<file path="src/rtl/alu181_seq16.sv">
// Nibble-serial sequencer for an external 74181-style ALU: feeds NIB nibbles LSB-first
// and assembles the W-bit result. Optional zero flag: define ALU_SEQ_ZERO_FLAG_EN.
module alu181_seq16 #(
  parameter int NIB = 4
) (
  input  logic               clk,
  input  logic               rst,
  input  logic               start,
  input  logic [3:0]         op_s,
  input  logic               op_m,
  input  logic               cin,
  input  logic [4*NIB-1:0]   a,
  input  logic [4*NIB-1:0]   b,
  output logic               busy,
  output logic               done,
  output logic [4*NIB-1:0]   result,
  output logic               cout,
  output logic               zero,
  output logic [3:0]         alu_a,
  output logic [3:0]         alu_b,
  output logic [3:0]         alu_s,
  output logic               alu_m,
  output logic               alu_cn_n,
  input  logic [3:0]         alu_f,
  input  logic               alu_cout_n,
  output logic [1:0]         dbg_state
);
  // Handshake: a start seen at a rising edge while busy=0 (IDLE or DONE) is accepted;
  // start while busy=1 is dropped. done pulses for one cycle; result/cout then hold.
  localparam int W  = 4 * NIB;
  localparam int IW = (NIB > 1) ? $clog2(NIB) : 1;

  typedef enum logic [1:0] {S_IDLE = 2'd0, S_RUN = 2'd1, S_DONE = 2'd2} state_t;

  state_t state_q, state_d;
  logic [IW-1:0] idx_q, idx_d;
  logic [W-1:0]  a_q, a_d, b_q, b_d, result_q, result_d;
  logic [3:0]    s_q, s_d;
  logic          m_q, m_d, carry_q, carry_d, cout_q, cout_d;
  logic          capture, last;

  assign capture = start && (state_q != S_RUN);
  assign last    = (idx_q == IW'(NIB - 1));

  always_ff @(posedge clk or posedge rst) begin
    if (rst) state_q <= S_IDLE;
    else     state_q <= state_d;
  end

  always_comb begin
    state_d = state_q;
    case (state_q)
      S_IDLE:  if (start) state_d = S_RUN;
      S_RUN:   if (last)  state_d = S_DONE;
      S_DONE:  state_d = start ? S_RUN : S_IDLE;
      default: state_d = S_IDLE;
    endcase
  end

  always_comb begin
    busy      = (state_q == S_RUN);
    done      = (state_q == S_DONE);
    dbg_state = state_q;
    alu_a     = 4'h0;
    alu_b     = 4'h0;
    alu_s     = 4'h0;
    alu_m     = 1'b0;
    alu_cn_n  = 1'b1;
    if (state_q == S_RUN) begin
      alu_a    = a_q[{idx_q, 2'b00} +: 4];
      alu_b    = b_q[{idx_q, 2'b00} +: 4];
      alu_s    = s_q;
      alu_m    = m_q;
      alu_cn_n = ~carry_q;
    end
  end

  always_comb begin
    idx_d    = idx_q;
    a_d      = a_q;
    b_d      = b_q;
    s_d      = s_q;
    m_d      = m_q;
    carry_d  = carry_q;
    result_d = result_q;
    cout_d   = cout_q;
    if (capture) begin
      a_d     = a;
      b_d     = b;
      s_d     = op_s;
      m_d     = op_m;
      carry_d = cin;
      idx_d   = '0;
    end else if (state_q == S_RUN) begin
      result_d[{idx_q, 2'b00} +: 4] = alu_f;
      // Logic mode never ripples, so the carry chain is frozen.
      if (!m_q) carry_d = ~alu_cout_n;
      idx_d = last ? '0 : idx_q + 1'b1;
      if (last) cout_d = m_q ? 1'b0 : ~alu_cout_n;
    end
  end

  always_ff @(posedge clk or posedge rst) begin
    if (rst) begin
      idx_q    <= '0;
      a_q      <= '0;
      b_q      <= '0;
      s_q      <= 4'h0;
      m_q      <= 1'b0;
      carry_q  <= 1'b0;
      result_q <= '0;
      cout_q   <= 1'b0;
    end else begin
      idx_q    <= idx_d;
      a_q      <= a_d;
      b_q      <= b_d;
      s_q      <= s_d;
      m_q      <= m_d;
      carry_q  <= carry_d;
      result_q <= result_d;
      cout_q   <= cout_d;
    end
  end

  assign result = result_q;
  assign cout   = cout_q;

`ifdef ALU_SEQ_ZERO_FLAG_EN
  logic zero_q, zero_d;

  always_comb begin
    zero_d = zero_q;
    if ((state_q == S_RUN) && last) zero_d = (result_d == '0);
  end

  always_ff @(posedge clk or posedge rst) begin
    if (rst) zero_q <= 1'b0;
    else     zero_q <= zero_d;
  end

  assign zero = zero_q;
`else
  assign zero = 1'b0;
`endif

endmodule

</file>
<file path="config.mk">
export PLATFORM = sky130hd
export DESIGN_NAME = alu181_seq16
export DESIGN_NICKNAME = d
export VERILOG_FILES = /design/src/rtl/alu181_seq16.sv
export SDC_FILE = /design/constraint.sdc
export NUM_CORES = 1
export LEC_CHECK = 0
export CELL_PAD_IN_SITES_DETAIL_PLACEMENT = 1
export CELL_PAD_IN_SITES_GLOBAL_PLACEMENT = 2
export CORE_UTILIZATION = 28
export DETAILED_ROUTE_END_ITERATION = 10
export GPL_TIMING_DRIVEN = 0
export PLACE_DENSITY = 0.78
export SLEW_MARGIN = 40
export SYNTH_ARGS = -nofsm -noshare
export SYNTH_HDL_FRONTEND = slang
export SYNTH_SLANG_ARGS = --single-unit
</file>
<file path="constraint.sdc">
create_clock -name clk -period 2.1 [get_ports clk]
set_input_delay 0.21 -clock clk [delete_from_list [all_inputs] [get_ports clk]]
set_output_delay 0.21 -clock clk [all_outputs]
set_load 0.01 [all_outputs]
</file>
# ---- After elaboration in Yosys (flattened, before gate mapping)
# Index checks and enable logic that the tools add are counted.
dict set report word_totals {
  reg_bits 59
  out_inout_bits 36
  word_cells 49
  in_bits 46
}
dict set report op_classes {
  n_bitwise 3
  n_addsub 2
  shift 4
  n_reduce_logical 7
  n_eq_ne 7
  n_mux 17
}
# cell count
set op_table {}
lappend op_table {{16-bit by 5-bit indexed part select with 4-bit output} 2}
lappend op_table {{16-bit bitwise mux} 1}
lappend op_table {{4-bit by 6-bit variable shift with 16-bit output, first input constant} 1}
lappend op_table {{4-bit by 6-bit indexed part select with 16-bit output} 1}
lappend op_table {{4-bit two-way mux} 3}
lappend op_table {{2-bit two-way mux} 5}
lappend op_table {{1-bit two-way mux} 7}
lappend op_table {{2-bit by 1-bit inequality test with 1-bit output, second input constant} 3}
lappend op_table {{4-bit negation with 6-bit output} 1}
lappend op_table {{2-bit one-hot mux with 3 select lines} 1}
lappend op_table {{2-bit AND reduction} 3}
lappend op_table {{2-bit equality test, second input constant} 2}
lappend op_table {{1-bit NOT} 3}
lappend op_table {{3-bit AND reduction} 1}
lappend op_table {{2-bit by 1-bit adder with 2-bit output, second input constant} 1}
lappend op_table {{2-bit by 1-bit equality test with 1-bit output, second input constant} 1}
lappend op_table {{2-bit logical NOT} 1}
lappend op_table {{2-bit inequality test, second input constant} 1}
lappend op_table {{2-bit nonzero test} 1}
lappend op_table {{1-bit logical AND} 1}

# ---- Logic depth before layout (Yosys ltp)
dict set report logic_depth {
  ltp_word 4
  ltp_mapped 8
  mapped_depth_nobuf 5
}

# ---- Worst setup path before layout
# No wires, ideal clock.
dict set report synth_path {
  kind {flip-flop to flip-flop}
  start {reg idx_q[0]}
  end {reg result_q[10] (netlist: result[10])}
  stages_incl_launch_ff 9
  path_slack_ns 0.176
  n_path_buf 3
  synth_period_minus_slack_ns 1.924
  setup_time_ns 0.084
  t_required_ns 2.016
  t_arrival_ns 1.840
  path_cell_list {dfrtp_1 clkbuf_1 buf_2 inv_1 ha_1 buf_2 nor4b_2 nand2_1 o21ai_0}
}
dict set report synth_between {
  elab_chain_cells 3
  word_cells_on_any_way 4
  cone_classes {1 x add/sub; 2 x shift; 1 x mux}
}
# item line_no
set synth_rtl {}
lappend synth_rtl {{start, declared} 36} ;# logic [IW-1:0] idx_q, idx_d;
lappend synth_rtl {{start signal, assigned} 114} ;# idx_q <= idx_d;
lappend synth_rtl {{4-bit negation with 6-bit output (*)} 95} ;# result_d[{idx_q, 2'b00} +: 4] = alu_f;
lappend synth_rtl {{4-bit by 6-bit indexed part select with 16-bit output or 4-bit by 6-bit variable shift with 16-bit output (tied branches)} 95}
lappend synth_rtl {{16-bit bitwise mux (*)} 95}
lappend synth_rtl {{end signal, assigned} 120} ;# result_q <= result_d;
lappend synth_rtl {{end, declared} 37} ;# logic [W-1:0] a_q, a_d, b_q, b_d, result_q, result_d;
# Mark *: on every way between the ends. The rest lies on a longest branch, timed or not.
# A chain may end at the register's enable or synchronous reset.

# ---- Worst setup path in the final report
dict set report layout_path {
  start {reg state_q[1] (netlist: dbg_state[1])}
  end {out busy}
}
dict set report layout_between {
  elab_chain_cells 1
}
# item line_no
set layout_rtl {}
lappend layout_rtl {{start, declared} 35} ;# state_t state_q, state_d;
lappend layout_rtl {{start signal, assigned} 47} ;# else state_q <= state_d;
lappend layout_rtl {{2-bit by 1-bit equality test with 1-bit output} 61} ;# busy = (state_q == S_RUN);
lappend layout_rtl {{end, declared} 14} ;# output logic busy,
# Every way passes these cells.

==> reports/results.ini <==
[cells_and_area]
final_cells = 453
nNetsFinal = 367
final_layout_size_suffix_gt1_share_pct = 25.9
fin_area_um2 = 4120
n_fill_cell = 1044
multiInputGateArea_um2 = 1240
synthToLayoutAreaGrowth_pct = 47.2
regArea_um2 = 1480
final_util_pct = 42.3
n_antenna_cell = 0

[logic_synthesis]
synth_compound_area_share_pct = 6.85
yosys.area.top_type_share_pct = 52.8
synth_cells = 217
yosys_most_used_dff = dfrtp_1
synthTopCellsByCount = 59 x dfrtp_1, 24 x nand2_1, 19 x mux2_2, 19 x mux2_4, 17 x mux2i_1
ys.warnings.count = 0
ys_seq_area_share_pct = 52.8
syn-mean-instance-area_um2 = 12.9
synth_fp_nets = 269
syn_area_um2 = 2800
synth_top_area_cell = dfrtp_1
muxShareOfSynthArea_pct = 23.9
synth_adder_area_share_pct = 2.68
yosysMostFrequentCell = dfrtp_1
async_flop_share_pct = 100
synth_edf_count = 0
synth_area_leaders = dfrtp_1 53%, mux2_4 10%, mux2_2 7.7%
ys_seq_elements = 59
synthXorXnorAreaFrac_pct = 0
synth_top_family_by_area = multiplexers
ys_types = 30
yosys.area_share.simple_pct = 9.44

[global_routing]
antenna_found_initial = 0
grt_pass1_vias = 2219
grt_first_pass_wirelength_um = 11600
grt-ovfl-total = 0
grt_max_degree = 33
grt_usage_pct = 15.1

[worst_setup_path]
worstPathRequired_ps = 1890
startpoint_type = flop
crit_top_cell = buf_6
critical_path_class = reg2out
crit_chain = nand2b_4 -> inv_1 -> buf_6 -> buf_6 -> clkdlybuf4s50_1
crit_slowest_cell = clkdlybuf4s50_1
cp_max_fo = 10
cp.arrival_ps = 1820
reg2reg_depth = 7
critPathCaptureType = output port
slowest_delay_ps = 540

[route]
wl_per_cell_um = 15.6
firstDrtPassIters = 5
vias = 2012
routed_wl_um = 7080
routed_via_density = 4.44
drtAntennaViolNets = 0
drc = 0
drtIter0Drc = 26

[place]
dpl_cell_area_um2 = 3790
numPortBuffers = 80
dp_hpwl_um = 5050
dpl.cell_count = 431
routabilityCongestion = 0.690
dpl_worst_slack_ps = -251

[clock_tree]
clk_pin_slew_ps = 70
cts_sinks = 59
root_buffer = clkbuf_8
clk_latency_ps = 340
cts_buffers = 9
clk_path_buf_depth = 2
htreeDepth = 3
cts_tree = yes
holdBufCountCts = 0

[timing]
min_period_ps = 2030
rsz0062_at_grt = no
fin_skew_ps = 8.61
slew_viol_final = 0
hold_viol = 0
fin_ws_ps = 74.8
setup_violations = 0
tns_ps = 0
whs_ps = 201
min_period_over_period_pct = 96.4
fmax_mhz = 494

[power_and_ir_drop]
ir_drop_v = 0.000499
powerDensity_nw_per_um2 = 1570
total_leakage_power_nw = 1.85
total_power_mw = 6.47

[min_path]
hp-class = in2async

[outcome]
status = completed

[die]
io_pins = 82
start_util_pct = 28.7
dieHeight_um = 102
die-area_um2 = 10400
fp.coreArea_um2 = 9730
die_x_um = 102
rows = 36

[job]
drv_cap = 0

==> power by group <==
part / internal, mW / switching [mW]
logic: 1.76 / 1.40
registers: 1.70 / 0.332
clock network: 0.817 / 0.462
==> flip-flops by register name, indices dropped and copies added, names as in the netlist <==
register / cells
a_q: 16
b_q: 16
carry_q: 1
cout: 1
dbg_state: 2
idx_q: 2
m_q: 1
result: 16
s_q: 4
==> cell usage in the layout, fill, tap and decap left out, drive strengths merged <==
cell and instances:
clkdlybuf4s50 66, dfrtp 59, mux2 38, nand2 25
buf 18, mux2i 17, dlygate4sd2 13, clkbuf 12
o22ai 9, o21ai 8, nand3 7, and2 6
ha 6, inv 5, nand3b 4, o31ai 4
o2bb2ai 4, nor2 3, bufinv 3, nor2b 2
clkinv 2, nor3b 1, nand2b 1, nor3 1
a31o 1, nor4b 1, a32o 1, o221a 1
conb 1, dlymetal6s2s 1
==> layout make-up <==
class | count | area share, %
Clock inverter | 5 | 2.43
Timing Repair Buffer | 88 | 20.9
Multi-Input combinational cell | 141 | 30.1
Buffer | 11 | 2.67
Sequential cell | 59 | 35.9
Clock buffer | 11 | 3.43
Tap cell | 133 | 4.04
Inverter | 5 | 0.517
==> cell families after synthesis <==
logic type / count (synthesis)
compound gates: 28
fa+ha+maj: 6
buf+inv: 17
flops: 59
mux: 55
other cells: 1
simple gates: 51
==> metal layers <==
layer	wire (um)	GRT usage, %	vias to the layer above
li1	-	-	954
met1	3090	18.2	994
met2	3550	25.8	52
met3	299	3.21	12
met4	138	6.92	0
met5	0	0	-
==> worst paths after layout <==
check / start / endpoint / slack (ps)
max: dbg_state[1] / busy / 70
min: rst / result[0] / 200
max reg2reg: idx_q[0] / result[12] / 230
min reg2reg: result[5] / result[5] / 480
max in group asynchronous: rst / a_q[1] / 1400
min in group clk: b[13] / b_q[13] / 470
==> critical path: cells and delay by family (launching register included) <==
kind / cells / cell delay (ps)
buf+inv: 4 / 910
flops: 1 / 390
simple gates: 1 / 170
==> what timing repair did <==
item | CTS | global route
hold endpoints to repair | 0 | 0
setup endpoints to repair | 26 | 3
buffers inserted | 4 | 3
gates resized for setup | 27 | 1
Note: power is estimated with default switching activity, not from simulation.
